`src/rtl/param_set_assoc_cache_pkg.sv`:
```
// Shared types and width helpers for the parametrised set-associative cache.
// Line metadata keeps a fixed-width tag field; the cache zero-extends its real tag into it.
package cache_pkg;

  localparam int TAG_MAX_W = 32;

  typedef enum logic [2:0] {
    IDLE,
    WB,
    REFILL,
    FL_SCAN,
    FL_WB
  } state_e;

  typedef struct packed {
    logic                 valid;
    logic                 dirty;
    logic [TAG_MAX_W-1:0] tag;
  } line_meta_t;

  function automatic int off_b(input int blk_words);
    return $clog2(blk_words);
  endfunction

  function automatic int idx_b(input int sets);
    return $clog2(sets);
  endfunction

  function automatic int tag_b(input int addr_w, input int sets, input int blk_words);
    return addr_w - idx_b(sets) - off_b(blk_words);
  endfunction

  function automatic int blk_w(input int word_w, input int blk_words);
    return word_w * blk_words;
  endfunction

endpackage

```
`src/rtl/param_set_assoc_cache_lru.sv`:
```
// Per-set LRU age array: age 0 is most recent, age WAYS-1 is the replacement candidate.
// Victim choice prefers the lowest-index invalid way before falling back to the oldest.
module cache_lru_ages
  import cache_pkg::*;
#(
  parameter int WAYS = 4,
  parameter int SETS = 4
) (
  input  logic                     clock,
  input  logic                     reset,
  input  logic                     init,
  input  logic                     access_en,
  input  logic [$clog2(SETS)-1:0]  access_set,
  input  logic [$clog2(WAYS)-1:0]  access_way,
  input  logic [$clog2(SETS)-1:0]  victim_set,
  input  logic [WAYS-1:0]          valid_mask,
  output logic [$clog2(WAYS)-1:0]  victim_way
);

  localparam int WAY_B = $clog2(WAYS);

  logic [WAY_B-1:0] ages [SETS][WAYS];
  logic             found;

  // Ages stay a permutation: only ways younger than the touched way shift up.
  always_ff @(posedge clock) begin
    if (!reset || init) begin
      for (int s = 0; s < SETS; s++) begin
        for (int w = 0; w < WAYS; w++) begin
          ages[s][w] <= WAY_B'(w);
        end
      end
    end else if (access_en) begin
      for (int w = 0; w < WAYS; w++) begin
        if (WAY_B'(w) == access_way) begin
          ages[access_set][w] <= '0;
        end else if (ages[access_set][w] < ages[access_set][access_way]) begin
          ages[access_set][w] <= ages[access_set][w] + 1'b1;
        end
      end
    end
  end

  always_comb begin
    victim_way = '0;
    found      = 1'b0;
    for (int w = 0; w < WAYS; w++) begin
      if (!found && !valid_mask[w]) begin
        victim_way = WAY_B'(w);
        found      = 1'b1;
      end
    end
    if (!found) begin
      for (int w = 0; w < WAYS; w++) begin
        if (ages[victim_set][w] == WAY_B'(WAYS - 1)) begin
          victim_way = WAY_B'(w);
        end
      end
    end
  end

endmodule

```
`src/rtl/param_set_assoc_cache.sv`:
```
// N-way set-associative write-back/write-allocate cache with LRU replacement and
// a walking flush; block-wide memory port with a req/ready handshake.
module param_set_assoc_cache
  import cache_pkg::*;
#(
  parameter int WAYS      = 4,
  parameter int SETS      = 4,
  parameter int BLK_WORDS = 4,
  parameter int WORD_W    = 32,
  parameter int ADDR_W    = 10
) (
  input  logic                                      clock,
  input  logic                                      reset,
  input  logic [ADDR_W-1:0]                         addr,
  input  logic                                      rd,
  input  logic                                      wr,
  input  logic [WORD_W-1:0]                         wdata,
  input  logic                                      flush,
  output logic [WORD_W-1:0]                         rdata,
  output logic                                      stall,
  output logic                                      mem_req,
  output logic                                      mem_we,
  output logic [ADDR_W-off_b(BLK_WORDS)-1:0]        mem_addr,
  output logic [blk_w(WORD_W, BLK_WORDS)-1:0]       mem_wdata,
  input  logic [blk_w(WORD_W, BLK_WORDS)-1:0]       mem_rdata,
  input  logic                                      mem_ready
);

  localparam int OFF_B  = off_b(BLK_WORDS);
  localparam int IDX_B  = idx_b(SETS);
  localparam int TAG_B  = tag_b(ADDR_W, SETS, BLK_WORDS);
  localparam int BLK_W  = blk_w(WORD_W, BLK_WORDS);
  localparam int WAY_B  = $clog2(WAYS);
  localparam int LINE_B = IDX_B + WAY_B;

  logic [TAG_B-1:0]  a_tag;
  logic [IDX_B-1:0]  a_idx;
  logic [OFF_B-1:0]  a_off;

  state_e            state, state_d;
  line_meta_t        meta [SETS][WAYS];
  logic [BLK_W-1:0]  data [SETS][WAYS];

  logic [WAY_B-1:0]  hit_way, victim_way, victim_q;
  logic [WAYS-1:0]   valid_mask;
  logic              hit;
  logic [LINE_B-1:0] ptr;
  logic [IDX_B-1:0]  ptr_set;
  logic [WAY_B-1:0]  ptr_way;

  logic idle_req, do_hit, do_write, do_read, start_miss, victim_dirty;
  logic start_wb, start_refill, wb_done, refill_done;
  logic start_flush, scan_dirty, fl_wb_done, last_line, advance, flush_done;

  assign a_tag   = addr[ADDR_W-1 -: TAG_B];
  assign a_idx   = addr[OFF_B +: IDX_B];
  assign a_off   = addr[OFF_B-1:0];
  assign ptr_set = ptr[LINE_B-1 -: IDX_B];
  assign ptr_way = ptr[WAY_B-1:0];

  // NOTE: every always_comb output gets a default first so no path leaves it unassigned (no latch).
  always_comb begin
    hit        = 1'b0;
    hit_way    = '0;
    valid_mask = '0;
    for (int w = 0; w < WAYS; w++) begin
      valid_mask[w] = meta[a_idx][w].valid;
      if (meta[a_idx][w].valid && meta[a_idx][w].tag == TAG_MAX_W'(a_tag)) begin
        hit     = 1'b1;
        hit_way = WAY_B'(w);
      end
    end
  end

  // Flush is only sampled in IDLE and outranks a processor access that cycle.
  assign idle_req     = (state == IDLE) && !flush && (rd || wr);
  assign do_hit       = idle_req && hit;
  assign do_write     = do_hit && wr;
  assign do_read      = do_hit && rd && !wr;
  assign start_miss   = idle_req && !hit;
  assign victim_dirty = meta[a_idx][victim_way].valid && meta[a_idx][victim_way].dirty;
  assign start_wb     = start_miss && victim_dirty;
  assign start_refill = start_miss && !victim_dirty;
  assign wb_done      = (state == WB) && mem_ready;
  assign refill_done  = (state == REFILL) && mem_ready;
  assign start_flush  = (state == IDLE) && flush;
  assign scan_dirty   = (state == FL_SCAN) && meta[ptr_set][ptr_way].valid
                        && meta[ptr_set][ptr_way].dirty;
  assign fl_wb_done   = (state == FL_WB) && mem_ready;
  assign last_line    = (ptr == LINE_B'(SETS * WAYS - 1));
  assign advance      = ((state == FL_SCAN) && !scan_dirty) || fl_wb_done;
  assign flush_done   = advance && last_line;

  assign stall = (state != IDLE) || ((rd || wr) && !hit) || (flush && (state == IDLE));

  always_comb begin
    state_d = state;
    unique case (state)
      IDLE: begin
        if (start_flush)       state_d = FL_SCAN;
        else if (start_wb)     state_d = WB;
        else if (start_refill) state_d = REFILL;
      end
      WB:      if (mem_ready) state_d = REFILL;
      REFILL:  if (mem_ready) state_d = IDLE;
      FL_SCAN: begin
        if (scan_dirty)     state_d = FL_WB;
        else if (last_line) state_d = IDLE;
      end
      FL_WB:   if (mem_ready) state_d = last_line ? IDLE : FL_SCAN;
      default: state_d = IDLE;
    endcase
  end

  // NOTE: sequential state uses non-blocking assignments so all registers update from pre-edge values.
  always_ff @(posedge clock) begin
    if (!reset) state <= IDLE;
    else        state <= state_d;
  end

  always_ff @(posedge clock) begin
    if (!reset) begin
      victim_q  <= '0;
      ptr       <= '0;
      rdata     <= '0;
      mem_req   <= 1'b0;
      mem_we    <= 1'b0;
      mem_addr  <= '0;
      mem_wdata <= '0;
    end else begin
      if (start_miss) victim_q <= victim_way;

      if (start_flush)                  ptr <= '0;
      else if (advance && !last_line)   ptr <= ptr + 1'b1;

      if (do_read) rdata <= data[a_idx][hit_way][a_off*WORD_W +: WORD_W];

      // Memory-side outputs change only when a transaction starts or completes.
      if (start_wb) begin
        mem_req   <= 1'b1;
        mem_we    <= 1'b1;
        mem_addr  <= {meta[a_idx][victim_way].tag[TAG_B-1:0], a_idx};
        mem_wdata <= data[a_idx][victim_way];
      end else if (start_refill || wb_done) begin
        mem_req   <= 1'b1;
        mem_we    <= 1'b0;
        mem_addr  <= {a_tag, a_idx};
      end else if (scan_dirty) begin
        mem_req   <= 1'b1;
        mem_we    <= 1'b1;
        mem_addr  <= {meta[ptr_set][ptr_way].tag[TAG_B-1:0], ptr_set};
        mem_wdata <= data[ptr_set][ptr_way];
      end else if (refill_done || fl_wb_done) begin
        mem_req   <= 1'b0;
      end
    end
  end

  always_ff @(posedge clock) begin
    if (!reset || flush_done) begin
      for (int s = 0; s < SETS; s++) begin
        for (int w = 0; w < WAYS; w++) begin
          meta[s][w] <= '0;
        end
      end
    end else begin
      if (do_write) meta[a_idx][hit_way].dirty <= 1'b1;
      if (refill_done) begin
        meta[a_idx][victim_q] <= '{valid: 1'b1, dirty: 1'b0, tag: TAG_MAX_W'(a_tag)};
      end
    end
  end

  // NOTE: the data array is not reset; a line's contents are only visible once its valid bit is set.
  always_ff @(posedge clock) begin
    if (do_write)    data[a_idx][hit_way][a_off*WORD_W +: WORD_W] <= wdata;
    if (refill_done) data[a_idx][victim_q] <= mem_rdata;
  end

  cache_lru_ages #(
    .WAYS (WAYS),
    .SETS (SETS)
  ) u_lru (
    .clock      (clock),
    .reset      (reset),
    .init       (flush_done),
    .access_en  (do_hit || refill_done),
    .access_set (a_idx),
    .access_way (refill_done ? victim_q : hit_way),
    .victim_set (a_idx),
    .valid_mask (valid_mask),
    .victim_way (victim_way)
  );

endmodule

```
`config.mk`:
```
export PLATFORM = sky130hd
export DESIGN_NAME = param_set_assoc_cache
export DESIGN_NICKNAME = d
export VERILOG_FILES = /design/src/rtl/param_set_assoc_cache_pkg.sv /design/src/rtl/param_set_assoc_cache_lru.sv /design/src/rtl/param_set_assoc_cache.sv
export SDC_FILE = /design/constraint.sdc
export NUM_CORES = 2
export LEC_CHECK = 0
export BUFFER_PORTS_ARGS = -buffer_cell sky130_fd_sc_hd__buf_2
export CAP_MARGIN = 20
export CORE_ASPECT_RATIO = 0.8
export CORE_UTILIZATION = 63
export DETAILED_ROUTE_END_ITERATION = 6
export PLACE_DENSITY = 0.8
export SYNTH_ARGS = -nofsm -noshare
export SYNTH_HDL_FRONTEND = slang
export SYNTH_HIERARCHICAL = 1
export SYNTH_SLANG_ARGS = --single-unit
```
`constraint.sdc`:
```
create_clock -name clock -period 8.6 [get_ports clock]
set_input_delay 2.58 -clock clock [delete_from_list [all_inputs] [get_ports clock]]
set_output_delay 2.58 -clock clock [all_outputs]
set_load 0.02 [all_outputs]
```
==> impl_metrics.toml <==
[cts]
clk_pin_slew_ns = 0.07
ctsLongestPathBuffers = 3
cts_sinks = 2389
tritoncts = "done"
hold_buffers = 0
htreeDepth = 4
root_buffer = "clkbuf_16"
cts_buffers = 226
clkLatencyLatePin_ns = 0.91
postCtsResizedCells = 0
post_cts_buffers = 0

[timing]
drv_slew = 0
worst_pin_slew_ns = 1.34
rsz0062_at_grt = "false"
min_period_ns = 7.68
tns_ns = 0
finalClockSkew_ns = 0.0442
max_freq_ghz = 0.130
relSlewSlack = 0.110
finalSetupViolCount = 0
post-route-period-util = 0.893
hold_viol_final = 0
final.setup.worst_slack_ns = 0.917

[hold_path]
hold_start = "mem_addr[0]$_SDFFE_PN0P_"
worstHoldPathType = "flip-flop to flip-flop"

[global_route]
grt_usage = 0.452
antenna_found_initial = 89
grt_max_degree = 141
first_global_vias = 80100
grt_remaining_overflow = 0
grt_pass1_wl_um = 594000

[cells_and_area]
area.sequential_mm2 = 0.0698
drive_above_1_share = 0.328
nets = 7679
multi_input_area_mm2 = 0.0473
num-fill-cells = 11400
syn2layout_area_growth_pct = 11.1

[floorplan]
die_y_um = 391
io-pin-count = 347
dieArea_mm2 = 0.191
coreArea_mm2 = 0.188
die-width_um = 488
num_rows = 142
initial_core_util = 0.635

[power]
ir_drop_mv = 0.235
powerDensity_mw_per_mm2 = 194
leakage_nw = 40.9

[worst_setup_path]
cp-start-kind = "input pin"
r2r_slack_ns = 3.34
path_class = "input pin to primary output"
startpoint = "addr[2]"
crit_arrival_ns = 5.10
crit_required_ns = 6.02
r2r-start = "meta[3][1]$_DFFE_PP_"
endpoint_kind = "primary output"
cp_max_fo = 47

[yosys]
syn-cell-area_mm2 = 0.119
synth_top_area_share = 0.553
yosys.cell_types.count = 83
synth_warnings = 6
yosys-top-cells-count = "edfxtp_1 (2,192), mux4_2 (1,366), nand2_1 (849)"
synthArstFlopShare = 0
synth_edf_count = 2192
synthFlopType = "edfxtp_1"
netlist_instances = 7310
synth.net_count = 7496
synth_most_common_cell = "edfxtp_1"
synth.largest_area_cell = "edfxtp_1"
avgSynthCellArea_um2 = 16.3
synth_area_leaders = "edfxtp_1 (55%), mux4_2 (26%), dfxtp_1 (3.3%)"
synth_seq_cells = 2389
ys_seq_area_frac = 0.586

[status]
violations = "design-rule violations"
status = "finished with violations"

[place]
gp_congestion = 0.967
hpwl_um = 257000
io_buffers = 346
dp_slack_ns = 0.962

[drt]
viasPerCell = 7.97
num_vias = 82000
drtPass1Iterations = 7
drt_iter0_drc = 15400
drcViolationCount = 47
drt-wirelength-per-cell_um = 41.6
routed_wl_um = 428000
ant_nets = 0

[run]
drv_cap = 0
-- routing by layer --
metal	track usage	wire [um]	up-vias
met4	0.375	42700	70
li1	-	-	30400
met1	0.547	125000	40500
met2	0.624	181000	8761
met3	0.200	78500	2171
met5	0.0231	504	-
-- kinds of logic after synthesis --
family / after synthesis / synth area share
buffers and inverters: 652 / 0.0229
muxes: 1586 / 0.277
AOI/OAI and AO/OA: 1164 / 0.0608
adders and majority gates: 10 / 0.00105
and+or+nand+nor: 1475 / 0.0502
xor gates and xnor gates: 34 / 0.00250
DFF: 2389 / 0.586
-- worst max-delay path: stages --
cell and delay, ns:
buf_8 0.41, mux4_2 0.60, xor2_1 0.18, or3_1 0.50
nor2_8 0.16, nor4_2 0.08, a21oi_1 0.30, inv_1 0.10
buf_2 0.17
-- cell type report --
| class | count | area share |
|---|---|---|
| Clock inverter | 121 | 0.00927 |
| Sequential cell | 2389 | 0.527 |
| Clock buffer | 310 | 0.0484 |
| Multi-Input combinational cell | 4269 | 0.357 |
| Inverter | 18 | 0.000586 |
| Tap cell | 2520 | 0.0238 |
| Timing Repair Buffer | 589 | 0.0324 |
| Antenna cell | 73 | 0.00138 |
-- report_power, final --
group          leakage, nW  internal, mW  total, mW  switching, mW
clock                 3.78          5.87       10.4           4.55
sequential            21.7          12.9       12.9         0.0886
combinational         15.3         0.779       2.27           1.50
-- path summary, 6_finish.rpt --
path,endpoint,cells after the start
min,mem_addr[0]$_SDFFE_PN0P_,2
max,stall,9
max reg2reg,rdata[27]$_SDFFE_PN0P_,9
min reg2reg,mem_addr[0]$_SDFFE_PN0P_,2
-- flip-flops by register name (all words and copies together), names as in the netlist, 2 cells and up, named ones only --
name and count:
meta 128, data 2048, rdata 32, mem_addr 8, victim_q 2, u_lru/ages 32, ptr 4, state 3
mem_wdata 128
-- cells in the final DEF, fill, tap and decap left out, drive strengths merged, types with 30 or more instances in the layout --
master  count
mux4     1366
diode      73
o21ai     631
a21oi     156
clkinv     86
a211oi    142
nand3      68
a21o       30
edfxtp   2192
dfxtp     197
clkbuf    313
nand2     850
nor2      433
buf       586
mux2i     195
nor3       46
-- metrics by stage --
| step | instance area [um2] | hold slack, ns | power (mW) | util | instances |
|---|---|---|---|---|---|
| finish | 132000 | 0.472 | 25.6 | 0.706 | 10300 |
| global route | 132000 | 0.495 | 26.0 | 0.705 | 10300 |
| CTS | 132000 | 0.475 | 25.4 | 0.704 | 10200 |
| detailed placement | 124000 | 0.464 | 15.3 | 0.664 | 9779 |
| global placement | 124000 | 0.458 | 15.3 | 0.663 | 9776 |
| floorplan | 119000 | 0.453 | 14.5 | - | 7310 |
Power figures use the tool's default switching activity.
